**src/rtl/agu_pkg.sv**
```systemverilog
// agu_multi shared types: burst FSM states and the stride sign-extender.
// Optional window wrap is enabled with `define AGU_WRAP_EN.
package agu_pkg;

    typedef enum logic [1:0] {
        IDLE  = 2'd0,
        BURST = 2'd1,
        DONE  = 2'd2
    } agu_state_t;

    // Sign-extend a dw-bit stride to 64 bits; callers truncate to their width.
    function automatic logic [63:0] sext_step(input logic [63:0] s,
                                              input int unsigned dw);
        logic [63:0] r;
        r = s;
        for (int i = 0; i < 64; i++) begin
            if (i >= int'(dw)) r[i] = s[dw-1];
        end
        return r;
    endfunction

endpackage

```
**src/rtl/agu_ptr_file.sv**
```systemverilog
// agu_multi pointer file: NPTR pointers, word/lane load ports, one step port.
// With AGU_WRAP_EN a lo/hi window replaces modulo wrap on steps.
module agu_ptr_file
    import agu_pkg::*;
#(
    parameter int ADDR_W = 16,
    parameter int DATA_W = 8,
    parameter int NPTR   = 4,
    localparam int NLANE = ADDR_W / DATA_W,
    localparam int PW    = $clog2(NPTR),
    localparam int LW    = (NLANE > 1) ? $clog2(NLANE) : 1
) (
    input  logic              clk,
    input  logic              rst,
    input  logic              i_wa_en,
    input  logic [PW-1:0]     i_wa_sel,
    input  logic [ADDR_W-1:0] i_wa_data,
    input  logic              i_wb_en,
    input  logic [PW-1:0]     i_wb_sel,
    input  logic [LW-1:0]     i_wb_lane,
    input  logic [DATA_W-1:0] i_wb_data,
    input  logic              i_st_en,
    input  logic [PW-1:0]     i_st_sel,
    input  logic [DATA_W-1:0] i_st_stride,
`ifdef AGU_WRAP_EN
    input  logic              i_lo_we,
    input  logic              i_hi_we,
    input  logic [ADDR_W-1:0] i_win_data,
`endif
    input  logic [PW-1:0]     i_rd_sel,
    output logic [ADDR_W-1:0] o_rd_data,
    output logic              o_cy
);

    localparam int SW = ADDR_W + 2;

    logic [ADDR_W-1:0] r_ptr [NPTR];
    logic              r_cy;
    logic [ADDR_W-1:0] w_cur;
    logic [SW-1:0]     w_sx;
    logic [ADDR_W:0]   w_add;
    logic [SW-1:0]     w_true;
    logic              w_neg;
    logic              w_fire;
    logic [ADDR_W-1:0] w_nxt;
    logic              w_cyr;

`ifdef AGU_WRAP_EN
    logic [ADDR_W-1:0] r_lo;
    logic [ADDR_W-1:0] r_hi;

    // Window bounds, loaded from the address bus
    always_ff @(posedge clk) begin
        if (!rst) begin
            r_lo <= '0;
            r_hi <= '1;
        end else begin
            if (i_lo_we) r_lo <= i_win_data;
            if (i_hi_we) r_hi <= i_win_data;
        end
    end
`endif

    assign w_cur  = r_ptr[i_st_sel];
    assign w_sx   = SW'(sext_step(64'(i_st_stride), DATA_W));
    assign w_neg  = i_st_stride[DATA_W-1];
    assign w_add  = {1'b0, w_cur} + {1'b0, w_sx[ADDR_W-1:0]};
    assign w_true = {2'b00, w_cur} + w_sx;
    assign w_fire = i_st_en
                  && !(i_wa_en && i_wa_sel == i_st_sel)
                  && !(i_wb_en && i_wb_sel == i_st_sel);

    // Step result; a negative stride borrows when no carry comes out
    always_comb begin
        w_nxt = w_add[ADDR_W-1:0];
        w_cyr = w_neg ? ~w_add[ADDR_W] : w_add[ADDR_W];
`ifdef AGU_WRAP_EN
        if (!w_neg && i_st_stride != '0
            && w_true > {2'b00, r_hi}) begin
            w_nxt = r_lo;
            w_cyr = 1'b0;
        end else if (w_neg
            && $signed(w_true) < $signed({2'b00, r_lo})) begin
            w_nxt = r_hi;
            w_cyr = 1'b0;
        end
`endif
    end

    // Per-pointer update: word load, then lane load, then step
    always_ff @(posedge clk) begin
        if (!rst) begin
            for (int i = 0; i < NPTR; i++) r_ptr[i] <= '0;
            r_cy <= 1'b0;
        end else begin
            for (int i = 0; i < NPTR; i++) begin
                if (i_wa_en && i_wa_sel == PW'(i))
                    r_ptr[i] <= i_wa_data;
                else if (i_wb_en && i_wb_sel == PW'(i))
                    r_ptr[i][int'(i_wb_lane)*DATA_W +: DATA_W] <= i_wb_data;
                else if (i_st_en && i_st_sel == PW'(i))
                    r_ptr[i] <= w_nxt;
            end
            r_cy <= w_fire && w_cyr;
        end
    end

    assign o_rd_data = r_ptr[i_rd_sel];
    assign o_cy      = r_cy;

endmodule

```
**src/rtl/agu_multi.sv**
```systemverilog
// agu_multi top: burst FSM, address latch with lane readback, pointer file.
// Define AGU_WRAP_EN to add wlo/whi window-wrap inputs.
module agu_multi
    import agu_pkg::*;
#(
    parameter int ADDR_W = 16,
    parameter int DATA_W = 8,
    parameter int NPTR   = 4,
    localparam int NLANE = ADDR_W / DATA_W,
    localparam int PW    = $clog2(NPTR),
    localparam int LW    = (NLANE > 1) ? $clog2(NLANE) : 1
) (
    input  logic              clk,
    input  logic              rst,
    input  logic [PW-1:0]     psel,
    input  logic [LW-1:0]     lane,
    input  logic [ADDR_W-1:0] abi,
    input  logic [DATA_W-1:0] dbi,
    input  logic              cwa,
    input  logic              cwb,
    input  logic              cre,
    input  logic [DATA_W-1:0] step,
    input  logic              bst,
    input  logic              dwe,
    input  logic              drd,
`ifdef AGU_WRAP_EN
    input  logic              wlo,
    input  logic              whi,
`endif
    output logic [ADDR_W-1:0] abo,
    output logic [DATA_W-1:0] dbo,
    output logic              busy,
    output logic              done,
    output logic              cy
);

    agu_state_t        r_state;
    logic [PW-1:0]     r_bptr;
    logic [DATA_W-1:0] r_cnt;
    logic [DATA_W-1:0] r_stride;
    logic              r_busy;
    logic              r_done;
    logic [ADDR_W-1:0] r_latch;
    logic              w_in_burst;
    logic              w_st_en;
    logic [PW-1:0]     w_st_sel;
    logic [DATA_W-1:0] w_st_stride;
    logic [DATA_W-1:0] w_dbo;

    assign w_in_burst  = (r_state == BURST);
    assign w_st_en     = w_in_burst || cre;
    assign w_st_sel    = w_in_burst ? r_bptr : psel;
    assign w_st_stride = w_in_burst ? r_stride : step;

    // Burst sequencer: IDLE -> BURST (cnt steps) -> DONE (one pulse) -> IDLE
    always_ff @(posedge clk) begin
        if (!rst) begin
            r_state  <= IDLE;
            r_bptr   <= '0;
            r_cnt    <= '0;
            r_stride <= '0;
            r_busy   <= 1'b0;
            r_done   <= 1'b0;
        end else begin
            unique case (r_state)
                IDLE: begin
                    r_done <= 1'b0;
                    if (bst) begin
                        r_bptr   <= psel;
                        r_cnt    <= dbi;
                        r_stride <= step;
                        if (dbi == '0) begin
                            r_state <= DONE;
                            r_done  <= 1'b1;
                        end else begin
                            r_state <= BURST;
                            r_busy  <= 1'b1;
                        end
                    end
                end
                BURST: begin
                    r_cnt <= r_cnt - DATA_W'(1);
                    if (r_cnt == DATA_W'(1)) begin
                        r_state <= DONE;
                        r_busy  <= 1'b0;
                        r_done  <= 1'b1;
                    end
                end
                DONE: begin
                    r_state <= IDLE;
                    r_done  <= 1'b0;
                end
                default: begin
                    r_state <= IDLE;
                    r_busy  <= 1'b0;
                    r_done  <= 1'b0;
                end
            endcase
        end
    end

    // Address capture latch
    always_ff @(posedge clk) begin
        if (!rst) r_latch <= '0;
        else if (dwe) r_latch <= abi;
    end

    // Lane readback from the latch, zero when not reading
    always_comb begin
        w_dbo = '0;
        if (drd) w_dbo = r_latch[int'(lane)*DATA_W +: DATA_W];
    end

    agu_ptr_file #(
        .ADDR_W (ADDR_W),
        .DATA_W (DATA_W),
        .NPTR   (NPTR)
    ) u_ptr (
        .clk         (clk),
        .rst         (rst),
        .i_wa_en     (cwa),
        .i_wa_sel    (psel),
        .i_wa_data   (abi),
        .i_wb_en     (cwb),
        .i_wb_sel    (psel),
        .i_wb_lane   (lane),
        .i_wb_data   (dbi),
        .i_st_en     (w_st_en),
        .i_st_sel    (w_st_sel),
        .i_st_stride (w_st_stride),
`ifdef AGU_WRAP_EN
        .i_lo_we     (wlo),
        .i_hi_we     (whi),
        .i_win_data  (abi),
`endif
        .i_rd_sel    (psel),
        .o_rd_data   (abo),
        .o_cy        (cy)
    );

    assign dbo  = w_dbo;
    assign busy = r_busy;
    assign done = r_done;

endmodule

```
**config.mk**
```make
export PLATFORM = sky130hd
export DESIGN_NAME = agu_multi
export DESIGN_NICKNAME = d
export VERILOG_FILES = /design/src/rtl/agu_pkg.sv /design/src/rtl/agu_ptr_file.sv /design/src/rtl/agu_multi.sv
export SDC_FILE = /design/constraint.sdc
export NUM_CORES = 1
export LEC_CHECK = 0
export CORE_ASPECT_RATIO = 0.5
export CORE_MARGIN = 1.5
export CORE_UTILIZATION = 31
export DETAILED_ROUTE_END_ITERATION = 16
export PLACE_DENSITY_LB_ADDON = 0.15
export SLEW_MARGIN = 15
export SYNTH_ARGS = -nofsm -noshare
export SYNTH_HDL_FRONTEND = slang
export SYNTH_HIERARCHICAL = 1
export SYNTH_SLANG_ARGS = --single-unit
```
**constraint.sdc**
```tcl
create_clock -name clk -period 4.8 [get_ports clk]
set_clock_uncertainty 0.2 [all_clocks]
set_input_delay 0.72 -clock clk [delete_from_list [all_inputs] [get_ports clk]]
set_output_delay 0.72 -clock clk [all_outputs]
set_load 0.01 [all_outputs]
```
==> results.md <==
* Die X at 214 um
* Area growth syn-to-layout at 19.0%
* Fillers at 2199
* Max incr delay on CP at 0.50 ns
* Pre-antenna DRT Iters at 5
* Initial antenna violation count at 3
* Nets at 799
* Total chip power at 2.72 mW
* Residual DRC at 0
* Gr ovfl total at 0
* Cells after Synth at 687
* Fin worst setup slack at 0.689 ns
* Antenna-violating nets left at 0
* Avg Cell Area, Syn at 10.0 sq um
* Met3 Usage GRT at 6.30%
* Routed wire per std cell at 22.4 um
* Met1 Use GR at 28.3%
* Initial Utilization at 31.7%
* Cell family with most CP delay: compound AO/OA/AOI/OAI gates
* Post-Syn Area at 6900 sq um
* Post-CTS setup buffer count at 0
* Slowest CP cell: dfxtp_1
* CP Class: reg -> reg
* Peak supply drop at 156 uV
* Met2 GRT Util at 30.9%
* Final core utilization at 37.8%
* Nature of the critical path endpoint: flop
* Area leader, netlist: edfxtp_1
* Number of global-route vias before repair at 5717
* Final setup vio count at 0
* Post-cts sizing count at 0
* Sum Neg Setup Slack at 0 ns
* Tmin final at 4.11 ns
* Static Leak at 3.05 nW
* Worst slack, placed at 0.392 ns
* Max Cap Violations at 0
* Io pins at 70
* Power Density at 331 nW/um^2
* # hold bufs at CTS at 0
* #FFs+latches synth at 103
* Crit path arrival time at 4.00 ns
* Worst slew pin tran at 1.21 ns
* FP Rows at 38
* GP Congestion at 0.871
* Status: complete, no violations
* TritonCTS clock tree: built
* Via count at 5991
* Max Buffers Root-to-Sink at 2
* Async SR Flop Fraction at 0%
* RSZ-0062 raised after global routing: false
* ANT cells at 0
* Clk root buf: clkbuf_16
* Core area at 21700 sq um
* Final Slew Violations at 0
* Routed vias/inst at 5.75
* Clock slew at reported path FFs at 0.08 ns
* F_max at 243 MHz
* Worst skew pair latency at 0.36 ns
* Netlist cell types at 78
* Synth top cells by count: nand2_1, edfxtp_1, o21ai_0
* Net count after synthesis at 749
* Most frequent cell after synthesis: nand2_1
* Yosys warns at 6
* DRT iter0 DRCs at 614
* Seq/Total Area, Yosys at 39.2%
* Dominant cells by area after synthesis: edfxtp_1, dfxtp_1, mux4_2
* Total track usage at 20.5%
* DP Wirelength at 17.0 mm
* Register area at 2700 sq um
* Die area at 23200 sq um
* Htree depth at 3
* Largest net degree at the start of global routing at 36
* Crit path buf inv count at 2
* Hold slack at 0.254 ns
* Die Ht at 108 um
* Global-route wire length before repair at 35.1 mm
* Sink Count at 103
* Final hold vios at 0
* EDFF count, synth at 64
* Cell chain of the critical path: nor2b_1 -> buf_4 -> nand2_1 -> nand2_1 -> buf_12 -> mux4_2 -> ha_1 -> o21a_1 -> o221a_4 -> o2111a_1 -> nor4_2 -> xor2_1 -> a22oi_1
* CTS buffer count at 9
* Critical Path Fanout Max at 22
* Max_slew headroom at 18.6%
* Top_reg_cell synth: edfxtp_1
* Worst hold path class: reg -> reg
* Area of the multi-input gates at 3900 sq um
* CP startpoint kind: flop
* Share of cells above drive strength 1 at 12.7%
* Period utilization at 85.6%
* Yosys top cell area share at 27.9%
* Final wirelength at 23.3 mm
* GRT busiest layer: met2
* Count of input and output buffers at 69
* Cell repeated most along the worst path: nand2_1
* CP required at 4.69 ns
flip-flops by register name, indices dropped and copies added (netlist names):
signal       count
busy             1
done             1
r_bptr           2
r_cnt            8
r_latch         16
r_state          2
r_stride         8
u_ptr/o_cy       1
u_ptr/r_ptr     64
cell type report:
| cell class | count | share of cell area [%] |
|---|---|---|
| clock buffer | 9 | 2.74 |
| sequential | 103 | 32.9 |
| multi-input combinational | 518 | 47.5 |
| timing repair buffer | 90 | 10.6 |
| tap | 300 | 4.57 |
| inverter | 15 | 0.686 |
| clock inverter | 7 | 0.976 |
tightest hold or removal path, delay by kind of cell (launching register included):
family	cells	cell delay (ns)
and+or+nand+nor	1	0.05
AOI/OAI and AO/OA	1	0.05
DFF	1	0.31
stage by stage:
stage | area (sq um) | std cells
after global placement | 7900 | 1026
after global routing | 8210 | 1042
after detailed placement | 7900 | 1026
after CTS | 8210 | 1042
after floorplan | 6900 | 687
final | 8210 | 1042
per-layer routing:
metal,up-vias,share of wire [%]
met5,-,0.051
li1,2763,-
met4,2,1.4
met3,29,9.0
met1,2948,45
met2,249,44
layout by cell type (no fill, tap or decap), drive strengths merged, types with 6 or more instances in the layout:
cell type      Yosys  final
dfxtp             39     39
nor3              11     11
a21o               7      7
mux2i             28     28
a31oi              7      7
nor4               8      8
mux4              32     32
buf               28     22
nor2              42     42
nand2             89     89
nor3b              6      6
clkbuf            22      9
ha                18     18
nor2b              9      9
a222oi             6      6
clkdlybuf4s50      0     68
inv               14     16
o21ai             61     61
a21oi             28     28
xnor2             10     10
a22oi             48     48
edfxtp            64     64
a221oi             6      6
nand2b             9      9
nand3             11     11
final timing paths:
kind                                      endpoint  cells after the start  slack (ns)         from
worst min register to register         r_stride[4]                      2        0.25  r_stride[4]
worst max register to register  u_ptr/r_ptr[2][13]                     13        0.69   r_state[0]
worst max-delay path            u_ptr/r_ptr[2][13]                     13        0.69   r_state[0]
worst min-delay path                   r_stride[4]                      2        0.25  r_stride[4]
where the power goes:
part           internal [mW]  leakage [nW]  switching (mW)  total (mW)
sequential              1.03         0.997          0.0500        1.08
clock                  0.411         0.141           0.366       0.778
combinational          0.356          1.91           0.498       0.854
total                   1.80          3.05           0.914        2.72
cells by family (layout without fill, tap and decap cells):
kind of cell	Yosys count	count (layout)	share of synthesized area, %
and+or+nand+nor	220	220	16.1
adders and majority gates	19	19	3.56
muxes	60	60	14.5
AOI/OAI and AO/OA	204	204	20.4
xor gates and xnor gates	15	15	1.90
buffers and inverters	66	121	4.35
DFF	103	103	39.2
(Power assumes the default switching activity.)
